<file path="src/rtl/mips_mem_pkg.sv">
// Shared definitions for the data-memory access path.
//   - Size encodings of the load/store request.
//   - State encoding of the access sequencer.
//   - Access-error check (reserved size or misaligned sub-word/word).
package mips_mem_pkg;

  localparam logic [1:0] SZ_BYTE = 2'b00;
  localparam logic [1:0] SZ_HALF = 2'b01;
  localparam logic [1:0] SZ_WORD = 2'b10;
  localparam logic [1:0] SZ_RSVD = 2'b11;

  typedef enum logic [2:0] {
    ST_IDLE,
    ST_RD,
    ST_RMW_RD,
    ST_GAP,
    ST_WR,
    ST_RESP
  } mau_state_t;

  // An erroneous request never touches memory: reserved size, a halfword on
  // an odd byte, or a word that is not on a 4-byte boundary.
  function automatic logic access_err(input logic [1:0] size,
                                      input logic [1:0] offset);
    logic err;
    err = 1'b0;
    case (size)
      SZ_HALF: err = offset[0];
      SZ_WORD: err = (offset != 2'b00);
      SZ_RSVD: err = 1'b1;
      default: err = 1'b0;
    endcase
    return err;
  endfunction

endpackage

</file>
<file path="src/rtl/lane_align.sv">
// Combinational big-endian lane handling for a word-wide memory.
//   word       : word read from memory
//   offset     : byte offset within the word (0 = bits[31:24])
//   size       : SZ_BYTE / SZ_HALF / SZ_WORD
//   sgn        : sign-extend the extracted sub-word lane
//   wdata      : right-justified store data
//   load_val   : extracted and extended load result
//   store_word : word with the store lane merged in (wdata for word size)
module lane_align
  import mips_mem_pkg::*;
(
  input  logic [31:0] word,
  input  logic [1:0]  offset,
  input  logic [1:0]  size,
  input  logic        sgn,
  input  logic [31:0] wdata,
  output logic [31:0] load_val,
  output logic [31:0] store_word
);

  logic [4:0]  byte_sh;
  logic [4:0]  half_sh;
  logic [31:0] byte_word;
  logic [31:0] half_word;
  logic [7:0]  byte_lane;
  logic [15:0] half_lane;

  // Big-endian: offset 0 is the most significant lane, so the right-shift
  // amount is (3 - offset) bytes, i.e. the inverted offset.
  assign byte_sh   = {~offset, 3'b000};
  assign half_sh   = {~offset[1], 4'b0000};
  assign byte_word = word >> byte_sh;
  assign half_word = word >> half_sh;
  assign byte_lane = byte_word[7:0];
  assign half_lane = half_word[15:0];

  always_comb begin
    load_val   = word;
    store_word = wdata;
    case (size)
      SZ_BYTE: begin
        load_val   = {{24{sgn & byte_lane[7]}}, byte_lane};
        store_word = (word & ~(32'h0000_00FF << byte_sh))
                   | ({24'd0, wdata[7:0]} << byte_sh);
      end
      SZ_HALF: begin
        load_val   = {{16{sgn & half_lane[15]}}, half_lane};
        store_word = (word & ~(32'h0000_FFFF << half_sh))
                   | ({16'd0, wdata[15:0]} << half_sh);
      end
      default: begin
        load_val   = word;
        store_word = wdata;
      end
    endcase
  end

endmodule

</file>
<file path="src/rtl/mem_access_unit.sv">
// Initiator side of a word-only data memory for the MEM pipeline stage.
// Takes one load/store at a time, sequences memRead/memWrite, extracts and
// extends sub-word loads and does read-modify-write for sub-word stores.
//   clk, reset                : clock, async active-high reset
//   req_valid/req_ready       : request handshake (ready only when idle)
//   req_write/size/signed     : access kind
//   req_addr/req_wdata        : byte address, right-justified store data
//   resp_valid/rdata/err      : single-cycle completion
//   memRead/memWrite          : memory strobes (never both high)
//   mem_address/writedata     : word-aligned address, store word
//   mem_readdata              : word returned by memory
module mem_access_unit
  import mips_mem_pkg::*;
#(
  parameter int READ_LAT = 1,
  parameter int ADDR_W   = 32
) (
  input  logic              clk,
  input  logic              reset,
  input  logic              req_valid,
  output logic              req_ready,
  input  logic              req_write,
  input  logic [1:0]        req_size,
  input  logic              req_signed,
  input  logic [ADDR_W-1:0] req_addr,
  input  logic [31:0]       req_wdata,
  output logic              resp_valid,
  output logic [31:0]       resp_rdata,
  output logic              resp_err,
  output logic              memRead,
  output logic              memWrite,
  output logic [ADDR_W-1:0] mem_address,
  output logic [31:0]       mem_writedata,
  input  logic [31:0]       mem_readdata
);

  localparam int CNT_W = (READ_LAT > 1) ? $clog2(READ_LAT) : 1;
  localparam logic [CNT_W-1:0] CNT_LAST = CNT_W'(READ_LAT - 1);

  mau_state_t        state_q, state_d;
  logic [CNT_W-1:0]  cnt_q, cnt_d;
  logic [ADDR_W-1:0] addr_q, addr_d;
  logic [1:0]        size_q, size_d;
  logic              sgn_q, sgn_d;
  logic              err_q, err_d;
  logic [31:0]       wdata_q, wdata_d;
  logic [31:0]       wr_word_q, wr_word_d;
  logic [31:0]       resp_rdata_q, resp_rdata_d;

  logic [31:0] la_load;
  logic [31:0] la_store;
  logic        req_err;

  // Lane handling works directly on the memory bus so the load result and
  // the merged store word are ready in the last read cycle.
  lane_align u_lane_align (
    .word       (mem_readdata),
    .offset     (addr_q[1:0]),
    .size       (size_q),
    .sgn        (sgn_q),
    .wdata      (wdata_q),
    .load_val   (la_load),
    .store_word (la_store)
  );

  assign req_err = access_err(req_size, req_addr[1:0]);

  always_comb begin
    state_d      = state_q;
    cnt_d        = cnt_q;
    addr_d       = addr_q;
    size_d       = size_q;
    sgn_d        = sgn_q;
    err_d        = err_q;
    wdata_d      = wdata_q;
    wr_word_d    = wr_word_q;
    resp_rdata_d = resp_rdata_q;
    case (state_q)
      ST_IDLE: begin
        if (req_valid) begin
          addr_d  = req_addr;
          size_d  = req_size;
          sgn_d   = req_signed;
          wdata_d = req_wdata;
          err_d   = req_err;
          cnt_d   = '0;
          if (req_err) begin
            resp_rdata_d = 32'd0;
            state_d      = ST_RESP;
          end else if (!req_write) begin
            state_d = ST_RD;
          end else if (req_size == SZ_WORD) begin
            wr_word_d = req_wdata;
            state_d   = ST_WR;
          end else begin
            state_d = ST_RMW_RD;
          end
        end
      end
      ST_RD: begin
        if (cnt_q == CNT_LAST) begin
          resp_rdata_d = la_load;
          state_d      = ST_RESP;
        end else begin
          cnt_d = cnt_q + 1'b1;
        end
      end
      ST_RMW_RD: begin
        if (cnt_q == CNT_LAST) begin
          wr_word_d = la_store;
          state_d   = ST_GAP;
        end else begin
          cnt_d = cnt_q + 1'b1;
        end
      end
      // Memory reacts to strobe edges, so the write is separated from the
      // read of the same word by one idle cycle.
      ST_GAP: state_d = ST_WR;
      ST_WR: begin
        resp_rdata_d = 32'd0;
        state_d      = ST_RESP;
      end
      ST_RESP: state_d = ST_IDLE;
      default: state_d = ST_IDLE;
    endcase
  end

  always_ff @(posedge clk or posedge reset) begin
    if (reset) begin
      state_q      <= ST_IDLE;
      cnt_q        <= '0;
      addr_q       <= '0;
      size_q       <= SZ_WORD;
      sgn_q        <= 1'b0;
      err_q        <= 1'b0;
      wdata_q      <= 32'd0;
      wr_word_q    <= 32'd0;
      resp_rdata_q <= 32'd0;
    end else begin
      state_q      <= state_d;
      cnt_q        <= cnt_d;
      addr_q       <= addr_d;
      size_q       <= size_d;
      sgn_q        <= sgn_d;
      err_q        <= err_d;
      wdata_q      <= wdata_d;
      wr_word_q    <= wr_word_d;
      resp_rdata_q <= resp_rdata_d;
    end
  end

  // Strobes decode straight from the state register so an async reset
  // drops them in the same cycle and an unfinished RMW never writes.
  assign req_ready     = (state_q == ST_IDLE);
  assign resp_valid    = (state_q == ST_RESP);
  assign resp_err      = (state_q == ST_RESP) && err_q;
  assign resp_rdata    = resp_rdata_q;
  assign memRead       = (state_q == ST_RD) || (state_q == ST_RMW_RD);
  assign memWrite      = (state_q == ST_WR);
  assign mem_address   = {addr_q[ADDR_W-1:2], 2'b00};
  assign mem_writedata = wr_word_q;

endmodule

</file>
<file path="config.mk">
export PLATFORM = sky130hd
export DESIGN_NAME = mem_access_unit
export DESIGN_NICKNAME = d
export VERILOG_FILES = /design/src/rtl/mips_mem_pkg.sv /design/src/rtl/lane_align.sv /design/src/rtl/mem_access_unit.sv
export SDC_FILE = /design/constraint.sdc
export NUM_CORES = 1
export LEC_CHECK = 0
export BUFFER_PORTS_ARGS = -buffer_cell sky130_fd_sc_hd__buf_2
export CAP_MARGIN = 20
export CORE_ASPECT_RATIO = 1.75
export CORE_MARGIN = 10
export CORE_UTILIZATION = 35
export CTS_CLUSTER_DIAMETER = 60
export DETAILED_ROUTE_END_ITERATION = 10
export PLACE_DENSITY_LB_ADDON = 0.1
export SLEW_MARGIN = 10
export SYNTH_ARGS = -nofsm -noshare
export SYNTH_HDL_FRONTEND = slang
export SYNTH_SLANG_ARGS = --single-unit
</file>
<file path="constraint.sdc">
create_clock -name clk -period 5.2 [get_ports clk]
set_input_delay 1.04 -clock clk [delete_from_list [all_inputs] [get_ports clk]]
set_output_delay 1.04 -clock clk [all_outputs]
set_load 0.02 [all_outputs]
</file>
== Yosys cells after proc, flatten, opt, wreduce, memory -nomap -nowiden ==
Cells that the tools add are included.

* Shifts and indexed selects: 6
* Multiplexer cells: 23
* Equal/unequal tests: 16
* $add $sub $neg: 1
* Bitwise operators: 10
* Reductions and logical operators: 14

{| class="wikitable"
|+ Operators by type and width
! cell !! count
|-
| two-way mux 32 bit || 8
|-
| case mux 32 bit (2 select lines) || 3
|-
| case mux 32 bit (3 select lines) || 1
|-
| AND 32 bit || 2
|-
| NOT 32 bit || 2
|-
| bitwise OR 32 bit || 2
|-
| left shift 16 x 5 -> 32 bit || 1
|-
| left shift 16 x 5 -> 32 bit, first input constant || 1
|-
| left shift 8 x 5 -> 32 bit || 1
|-
| left shift 8 x 5 -> 32 bit, first input constant || 1
|-
| >> shifter 32 x 5 -> 16 bit || 1
|-
| >> shifter 32 x 5 -> 8 bit || 1
|-
| two-way mux 3 bit || 6
|-
| case mux 3 bit (5 select lines) || 1
|-
| inequality test 2 bit, second input constant || 4
|-
| equality test 3 x 2 -> 1 bit, second input constant || 2
|-
| equality test 3 bit, second input constant || 2
|-
| inequality test 2 x 1 -> 1 bit, second input constant || 3
|-
| AND reduction 6 bit || 1
|-
| nonzero test 2 bit || 3
|-
| equality test 2 x 1 -> 1 bit, second input constant || 2
|-
| equality test 2 bit, second input constant || 2
|-
| AND reduction 2 bit || 2
|-
| AND reduction 4 bit || 1
|-
| other kinds (15) || 17
|}

* Register bits after elaboration: 136
* Output and inout port bits: 101
* Input port bits: 103
* Logic and storage cells: 79

== Longest topological paths before layout ==
Gate-level depths: netlist (run 1).

* Depth in word-level cells: 8
* Mapped depth: 7
* Mapped depth without buffers: 4

== Modules after synthesis ==
Synthesis (run 1) repeated with hierarchy kept, for this count alone.

* Cells, all modules: 785
* Area, all modules: 7099.3 um^2

{| class="wikitable"
|+ Modules (own cells, without submodules)
! module !! cells each !! area an instance (um^2) !! sequential area each (um^2) !! instances
|-
| mem_access_unit || 568 || 5669.2 || 3379.5 || 1
|-
| lane_align || 217 || 1430.1 || 0.0 || 1
|}

== Worst setup path after synthesis (run 1) ==
OpenSTA, ideal clock, no wires.

* Path type: reg-to-output
* From: register state_q[1]
* To: output resp_err
* Data arrival time: 1.490 ns
* Slack: 2.670 ns
* Buffers on the path: 1
* Stages on the path, launching flop included: 4
* Required time: 4.160 ns
* Cells stage by stage: dfrtp_1 -> buf_2 -> nor3b_1 -> and2_1

* Word-level cells in the longest chain between the ends: 2

{| class="wikitable"
|+ Ends and longest elaborated chain
! item !! line !! text
|-
| start, declared || mem_access_unit.sv:40 || <nowiki>mau_state_t state_q, state_d;</nowiki>
|-
| start signal, assigned || mem_access_unit.sv:140 || <nowiki>state_q <= state_d;</nowiki>
|-
| equality test 3 bit || - ||
|-
| named net resp_valid || mem_access_unit.sv:27 || <nowiki>output logic resp_valid,</nowiki>
|-
| logical AND 1 bit || mem_access_unit.sv:156 || <nowiki>assign resp_err = (state_q == ST_RESP) && err_q;</nowiki>
|-
| end, declared || mem_access_unit.sv:29 || <nowiki>output logic resp_err,</nowiki>
|}

The timed path passes the listed nets, and every way through them passes these cells.

== Worst setup path in the final report (run 1) ==
* From: register state_q[1]
* To: output memRead

* Word-level cells in the longest chain between the ends: 2
* Elaborated cells on any way between the ends: 3
* Classes of those cells: eq/ne (2); reduce/logical (1)

{| class="wikitable"
|+ Ends and longest elaborated chain
! item !! line !! text
|-
| equality test 3 x 1 -> 1 bit or equality test 3 x 2 -> 1 bit (tied branches) || mem_access_unit.sv:158 || <nowiki>assign memRead = (state_q == ST_RD) || (state_q == ST_RMW_RD);</nowiki>
|-
| logical OR 1 bit (*) || mem_access_unit.sv:158 ||
|-
| end, declared || mem_access_unit.sv:30 || <nowiki>output logic memRead,</nowiki>
|}

Every way passes the cells marked *; elsewhere a longest branch is shown, timed or not.

==> results of run 1 <==
## sequential cells by signal (all words and copies together), names as in the netlist
| signal | cells |
|---|---|
| addr_q | 32 |
| err_q | 1 |
| sgn_q | 1 |
| state_q | 3 |
| wdata_q | 32 |
| resp_rdata | 32 |
| mem_writedata | 32 |
| size_q | 2 |
## worst reg2reg max path: stages, from the launching register on
cell and delay, ns:
dfrtp_1 0.67, nor3_2 0.46, and2_4 0.84, mux2_2 0.50
## area by class of cell
class                      instances  area share
multi-input combinational        407       0.362
antenna                            1    0.000292
inverter                          14     0.00671
clock buffer                      19      0.0516
timing repair buffer             209       0.127
sequential                       135       0.394
clock inverter                    12      0.0235
tap                              245      0.0357
## cells by family after synthesis
group	count (synthesis)	share of synthesized area
other cells	1	0.000535
fa+ha+maj	1	0.00143
buf+inv	96	0.0782
mux	96	0.162
simple gates	112	0.0840
flops	135	0.482
compound gates	196	0.192
## per-layer routing
metal,wire length (um),global-route usage
met2,12800,0.315
met5,7,0
met3,1460,0.0555
met1,8990,0.192
met4,630,0.0712
## stage by stage
step	setup slack (ns)	hold WS, ns	instance area, um^2	util
after global placement	2.15	0.469	7910	0.401
after CTS	1.62	0.484	8550	0.433
after global routing	1.53	0.498	8580	0.435
after floorplan	0.551	0.472	7020	-
final	1.70	0.477	8580	0.435
after detailed placement	2.09	0.469	7910	0.401
## report_power, final
group	switching [uW]	internal, uW
clock network	470	860
registers	368	1520
logic	1500	1050
total	2340	3430
## cell usage in the layout (no fill, tap or decap), drive strengths merged, types with 3 or more instances in the layout
| cell type | n |
|---|---|
| buf | 209 |
| dfrtp | 134 |
| mux2 | 79 |
| o21ai | 52 |
| nor2 | 41 |
| a21oi | 35 |
| a221o | 26 |
| o22ai | 21 |
| clkbuf | 19 |
| or3 | 17 |
| nand2 | 13 |
| inv | 13 |
| o2bb2ai | 12 |
| a221oi | 12 |
| nor3 | 12 |
| mux2i | 12 |
| a22o | 11 |
| nand2b | 9 |
| a22oi | 8 |
| a21o | 6 |
| clkinv | 6 |
| a211oi | 5 |
| mux4 | 5 |
| bufinv | 5 |
| and2 | 5 |
| nor2b | 4 |
| nor3b | 4 |
| o21a | 3 |
## path summary, 6_finish.rpt
check / startpoint / endpoint / slack (ns) / cells after the start
max: state_q[1] / memRead / 1.70 / 3
min reg2reg: resp_rdata[11] / resp_rdata[11] / 0.48 / 1
max reg2reg: state_q[1] / wdata_q[19] / 2.61 / 3
max in group asynchronous: reset / size_q[1] / 3.24 / 3
min in group asynchronous: reset / addr_q[16] / 0.79 / 2
min: resp_rdata[11] / resp_rdata[11] / 0.48 / 1
==> impl_metrics.csv, run 1 <==
group,metric,value,unit
detailed_routing,drcViolationCount,0,
layout,seq_area,3380,um^2
detailed_routing,drt-total-wl,23.9,mm
sta,tns,0,ns
grt,grt_max_degree,94,
detailed_routing,ant_nets,0,
layout,multiInputGateArea,3110,um^2
grt,grt_usage,0.179,
sta,fin_worst_skew,0.00856,ns
die,fp.dieArea,26300,um^2
power_and_ir_drop,ir_drop,0.000320,V
synth,synthTopCellsByCount,"dfrtp_1, mux2_2, buf_4, nor2_1, o21ai_0",
die,rows,68,
worst_setup_path,crit_arrival,2.46,ns
sta,drv_slew,0,
clock_network,clockBufferDepth,2,
power_and_ir_drop,power,5770,uW
sta,tightest_slew,1.10,ns
power_and_ir_drop,p_leak,0.00404,uW
run,cap_violations,0,
die,die_h,207,um
place,place_inst,1009,
die,die_x,127,um
detailed_routing,viasPerCell,5.50,
sta,finalSetupViolations,0,
die,core-area,19700,um^2
layout,fin_cells,1042,
grt,grt_pass1_wl,37.0,mm
worst_setup_path,worst-path-max-fanout,24,
layout,syn_to_final_growth,22.4,%
synth,ys_seq_area_frac,0.482,
place,portBuffers,201,
synth,synth_edf_count,0,
synth,ys_types,50,
die,ioPinCount,204,
synth,yosysTopAreaCell,"dfrtp_1",
sta,rsz0062_at_grt,"no",
detailed_routing,vias,5733,
synth,synthesis.instances,637,
worst_setup_path,critPathLaunchType,"flop",
worst_setup_path,path_class,"reg2out",
worst_setup_path,cp-end-kind,"output port",
layout,fin_nets,887,
clock_network,clk_pin_slew,0.06,ns
worst_setup_path,cp.required,4.16,ns
grt,grt_pass1_vias,6295,
clock_network,clkSinkCount,135,
clock_network,cts_resized,0,
die,start_util,0.355,
clock_network,ctsRootBufferMaster,"clkbuf_16",
run_status,status,"finished, final reports clean",
synth,async_flop_share,1.00,
worst_setup_path,crit_family,"simple AND/OR/NAND/NOR gates",
synth,syn_area,7010,um^2
min_path,hp-class,"reg2reg",
place,place_congestion,0.855,
synth,synth.top_cell.area_share,0.478,
clock_network,cts_inserted_buffers,17,
synth,ys.flop_type,"dfrtp_1",
synth,synth.most_common_cell,"dfrtp_1",
clock_network,cts_hold_buf,0,
clock_network,cts_tree,"done",
synth,synthTopCellsByArea,"dfrtp_1, mux2_2, buf_4",
clock_network,h-tree-depth,4,
sta,fmax,285,MHz
sta,slew_headroom,0.263,
grt,overflow,0,
synth,synth_area_per_cell,11.0,um^2
grt,antenna_found_initial,3,
clock_network,post_cts_buffers,0,
worst_setup_path,crit_path_cell_trace,"or3b_1, nand2_1, buf_2",
worst_setup_path,crit_slowest_cell,"dfrtp_1",
worst_setup_path,timing.critical_path.buf_inv,1,
detailed_routing,dr.pass1.iters,4,
place,dp_hpwl,17.9,mm
synth,yosys_warnings,0,
worst_setup_path,cpPeakStageDelay,0.85,ns
layout,drive_above_1_share,0.427,
sta,finalCriticalPeriod,3.50,ns
detailed_routing,post_drt_wl_per_cell,22.9,um
clock_network,clkLatencyLatePin,0.43,ns
sta,finalHoldViolations,0,
layout,n_fill_cell,1959,
power_and_ir_drop,cellPowerDensity,672,nW/um^2
synth,ys_ff_latch,135,
detailed_routing,drtIter0Drc,295,
sta,period_share,0.674,
Power figures use the tool's default switching activity.
==> run 2: changes to the inputs <==
clock period = 3.5 ns   (was 5.2 ns; I/O delays follow)
==> run 2 against run 1 <==
Effect of this change: via count increased by 1.8%; power increased by 49%; critical path depth stayed put; sequential share of layout area is 0.39 points lower; die area is the same; clock power up 50%; non-clock buffer count up 6; flip-flop and latch count is the same; setup slack got worse by 0.92 ns; register-to-register slack got worse by 1.5 ns.
==> impl_metrics.csv, run 2 (synthesis results as in run 1) <==
group,metric,value,unit
run_status,status,"finished, final reports clean",
grt,grt_max_degree,68,
die,rows,68,
sta,finalCriticalPeriod,2.72,ns
layout,fin_util,0.439,
die,start_util,0.355,
power_and_ir_drop,cellPowerDensity,994,nW/um^2
sta,finalSetupViolations,0,
detailed_routing,dr.pass1.iters,4,
die,core-area,19700,um^2
clock_network,cts_hold_buf,0,
place,place_area,8010,um^2
worst_setup_path,worst-path-max-fanout,24,
sta,drv_slew,0,
sta,period_share,0.778,
power_and_ir_drop,p_leak,0.00408,uW
sta,fmax,367,MHz
layout,syn_to_final_growth,23.6,%
clock_network,cts_resized,0,
grt,grt_pass1_vias,6221,
detailed_routing,drt-total-wl,24.1,mm
layout,drive_above_1_share,0.430,
clock_network,clkLatencyLatePin,0.43,ns
clock_network,clockBufferDepth,2,
worst_setup_path,critPathLaunchType,"flop",
clock_network,post_cts_buffers,0,
clock_network,ctsRootBufferMaster,"clkbuf_16",
place,dp_hpwl,18.4,mm
sta,fin_worst_skew,0.00758,ns
sta,tightest_slew,1.01,ns
die,ioPinCount,204,
die,die_h,207,um
detailed_routing,vias,5839,
layout,fin_cells,1050,
grt,grt_usage,0.178,
die,die_x,127,um
grt,overflow,0,
detailed_routing,ant_nets,0,
layout,post-route-cell-area,8670,um^2
detailed_routing,viasPerCell,5.56,
layout,n_fill_cell,1955,
min_path,hp-class,"in2async",
sta,slew_headroom,0.320,
power_and_ir_drop,ir_drop,0.000463,V
clock_network,h-tree-depth,4,
layout,fin_nets,893,
sta,tns,0,ns
place,place_congestion,0.885,
worst_setup_path,cp.required,2.80,ns
layout,final_cell_mix,"buf_2, dfrtp_1, mux2_2",
grt,grt_pass1_wl,36.7,mm
grt,antenna_found_initial,6,
clock_network,clk_pin_slew,0.05,ns
worst_setup_path,cp-end-kind,"output port",
layout,mostFrequentLayoutCell,"buf_2",
detailed_routing,drcViolationCount,0,
run,cap_violations,0,
sta,rsz0062_at_grt,"no",
place,place_inst,1016,
worst_setup_path,path_class,"reg2out",
clock_network,clkSinkCount,135,
detailed_routing,post_drt_wl_per_cell,22.9,um
sta,finalHoldViolations,0,
place,portBuffers,201,
die,fp.dieArea,26300,um^2
worst_setup_path,crit_arrival,2.02,ns
detailed_routing,drtIter0Drc,298,
clock_network,cts_tree,"done",
clock_network,cts_inserted_buffers,17,
run 2: cell types whose count changed in the layout (fill, tap and decap cells not counted), sizes merged:
cell	previous run	this run
buf	209	215
diode	1	3
clkbuf	19	20
inv	13	12
run 2: layout make-up:
class / instances / area (um^2) / share of cell area
Sequential cell: 135 / 3380 / 0.390
Antenna cell: 3 / 7.51 / 0.000866
Clock buffer: 20 / 457 / 0.0527
Timing Repair Buffer: 215 / 1150 / 0.133
Inverter: 14 / 56.3 / 0.00650
Multi-Input combinational cell: 407 / 3120 / 0.359
Tap cell: 245 / 307 / 0.0354
Clock inverter: 11 / 198 / 0.0228
run 2: final timing paths:
check	cells past startpoint	slack, ns	start	to
min reg2reg	1	0.47	resp_rdata[13]	resp_rdata[13]
min	2	0.38	reset	resp_rdata[16]
max reg2reg	4	1.13	state_q[1]	wdata_q[0]
max in group asynchronous	3	2.30	reset	size_q[1]
max	3	0.78	state_q[1]	memRead
min in group clk	1	0.47	resp_rdata[13]	resp_rdata[13]
run 2: metal layers:
layer,vias up,global-route usage,routed length (um)
li1,2639,-,-
met1,2943,0.190,9110
met2,208,0.307,12500
met3,47,0.0575,1600
met4,2,0.0865,832
met5,-,0,13
run 2: through the flow:
step / worst slack [ns] / hold slack, ns / power [uW]
detailed placement: 1.14 / 0.465 / 6680
finish: 0.776 / 0.382 / 8620
global placement: 1.19 / 0.470 / 6590
global route: 0.658 / 0.411 / 9150
CTS: 0.740 / 0.380 / 8720
floorplan: 1.12 / 0.472 / 5620
run 2: critical path: stages (launching register included):
cell and delay, ns:
dfrtp_1 0.86, or3b_1 0.46, nand2_1 0.11, buf_2 0.17
run 2: where the power goes:
part           total, uW  switching, uW  leakage, uW  internal, uW
combinational       3820           2260      0.00207          1560
sequential          2810            541      0.00169          2270
clock               1990            688     0.000316          1300
total               8620           3490      0.00408          5130
==> run 3: changes to the inputs <==
clock period = 2.25 ns   (was 3.5 ns; I/O delays follow)
==> run 3 against run 2 <==
Effect of this change: die area stayed put; global-route usage rose by 0.60 points; clock power increased by 50%; register-to-register slack got worse by 0.80 ns; wire length grew 1.5%; largest cell class unchanged.
==> impl_metrics.csv, run 3 (synthesis results as in run 1) <==
group,metric,value,unit
clock_network,ctsRootBufferMaster,"clkbuf_16",
worst_setup_path,crit_arrival,1.72,ns
power_and_ir_drop,cellPowerDensity,1540,nW/um^2
sta,finalHoldViolations,0,
detailed_routing,viasPerCell,5.47,
sta,finalSetupViolations,0,
die,start_util,0.355,
layout,fin_nets,914,
worst_setup_path,worst-path-max-fanout,12,
sta,rsz0062_at_grt,"no",
grt,grt_pass1_vias,6336,
layout,mostFrequentLayoutCell,"buf_2",
detailed_routing,post_drt_wl_per_cell,22.8,um
worst_setup_path,cp-end-kind,"output port",
clock_network,cts_tree,"done",
sta,finalCriticalPeriod,2.17,ns
run_status,status,"finished, final reports clean",
detailed_routing,drcViolationCount,0,
sta,period_share,0.962,
min_path,hp-class,"in2async",
clock_network,clockBufferDepth,2,
clock_network,cts_inserted_buffers,17,
sta,tns,0,ns
worst_setup_path,crit_family,"simple AND/OR/NAND/NOR gates",
worst_setup_path,crit_slowest_cell,"or3_4",
place,portBuffers,201,
grt,overflow,0,
grt,grt_max_degree,48,
layout,final_cell_mix,"buf_2, dfrtp_1, mux2_2",
layout,drive_above_1_share,0.448,
layout,syn_to_final_growth,25.7,%
clock_network,h-tree-depth,4,
clock_network,clk_pin_slew,0.06,ns
detailed_routing,drt-total-wl,24.4,mm
detailed_routing,drtIter0Drc,335,
die,fp.dieArea,26300,um^2
power_and_ir_drop,ir_drop,0.000827,V
die,die_x,127,um
sta,drv_slew,0,
place,place_congestion,0.904,
die,rows,68,
grt,grt_pass1_wl,37.9,mm
clock_network,clkSinkCount,135,
sta,fin_worst_skew,0.00812,ns
clock_network,cts_hold_buf,0,
sta,timing.hold.ws,0.109,ns
worst_setup_path,path_class,"reg2out",
worst_setup_path,cp.required,1.80,ns
sta,fmax,462,MHz
power_and_ir_drop,power,13500,uW
power_and_ir_drop,p_leak,0.00417,uW
worst_setup_path,crit_path_cell_trace,"inv_2, or3_4, nand2_1, buf_2",
sta,slew_headroom,0.550,
grt,antenna_found_initial,2,
worst_setup_path,critPathLaunchType,"flop",
grt,grt_usage,0.184,
detailed_routing,vias,5862,
layout,fin_util,0.447,
worst_setup_path,timing.critical_path.buf_inv,2,
run,cap_violations,0,
worst_setup_path,cpPeakStageDelay,0.47,ns
sta,tightest_slew,0.673,ns
die,ioPinCount,204,
die,core-area,19700,um^2
clock_network,clkLatencyLatePin,0.43,ns
place,dp_hpwl,19.2,mm
die,die_h,207,um
detailed_routing,dr.pass1.iters,4,
detailed_routing,ant_nets,0,
run 3: cell types whose count changed in the layout (fill, tap and decap cells not counted), moves of 2 or more:
cell / change
buf_12: +2
clkinvlp_4: +2
buf_4: +19
inv_6: +2
clkbuf_8: -2
run 3: worst paths after layout:
check | startpoint | to | slack, ns | cells after the start
worst min register to register | resp_rdata[15] | resp_rdata[15] | 0.47 | 1
worst min-delay path | reset | mem_writedata[19] | 0.11 | 2
max in group asynchronous | reset | size_q[1] | 1.45 | 3
min in group clk | req_addr[24] | addr_q[24] | 0.25 | 2
worst max register to register | addr_q[0] | resp_rdata[16] | 0.33 | 5
worst max-delay path | state_q[0] | memRead | 0.08 | 4
run 3: worst register-to-register path: stages, from the launching register on:
cell,delay [ns]
dfrtp_1,0.62
mux4_2,0.45
mux2i_4,0.20
nor4_4,0.05
buf_4,0.19
a221o_1,0.29
run 3: metal layers:
metal,up-vias,wire [um],track usage
li1,2678,-,-
met1,2915,8850,0.191
met2,223,12900,0.322
met3,44,1740,0.0631
met4,2,937,0.0869
met5,-,13,0
run 3: per-stage QoR:
step | std cells | cell area [um^2] | setup slack [ns]
after detailed placement | 1035 | 8160 | 0.254
after CTS | 1067 | 8800 | 0.0548
after global routing | 1070 | 8810 | 0.00809
after floorplan | 638 | 7020 | 0.122
after global placement | 1035 | 8160 | 0.327
final | 1071 | 8820 | 0.0850
run 3: cell type report:
class | instances | area, um^2
antenna | 2 | 5.00
fill | 1937 | 10900
clock buffer | 18 | 429
timing repair buffer | 236 | 1330
multi-input combinational | 407 | 3110
inverter | 14 | 56.3
clock inverter | 14 | 200
sequential | 135 | 3380
tap | 245 | 307
run 3: repair_timing:
action,in CTS,in global routing
gates cloned,0,0
pin swaps,0,1
setup endpoints to repair,1,1
buffers inserted,0,2
gates resized for setup,2,0
run 3: power by group:
| part | total (uW) | internal, uW | switching [uW] |
|---|---|---|---|
| logic | 6210 | 2610 | 3590 |
| registers | 4360 | 3530 | 829 |
| clock network | 2990 | 1860 | 1120 |
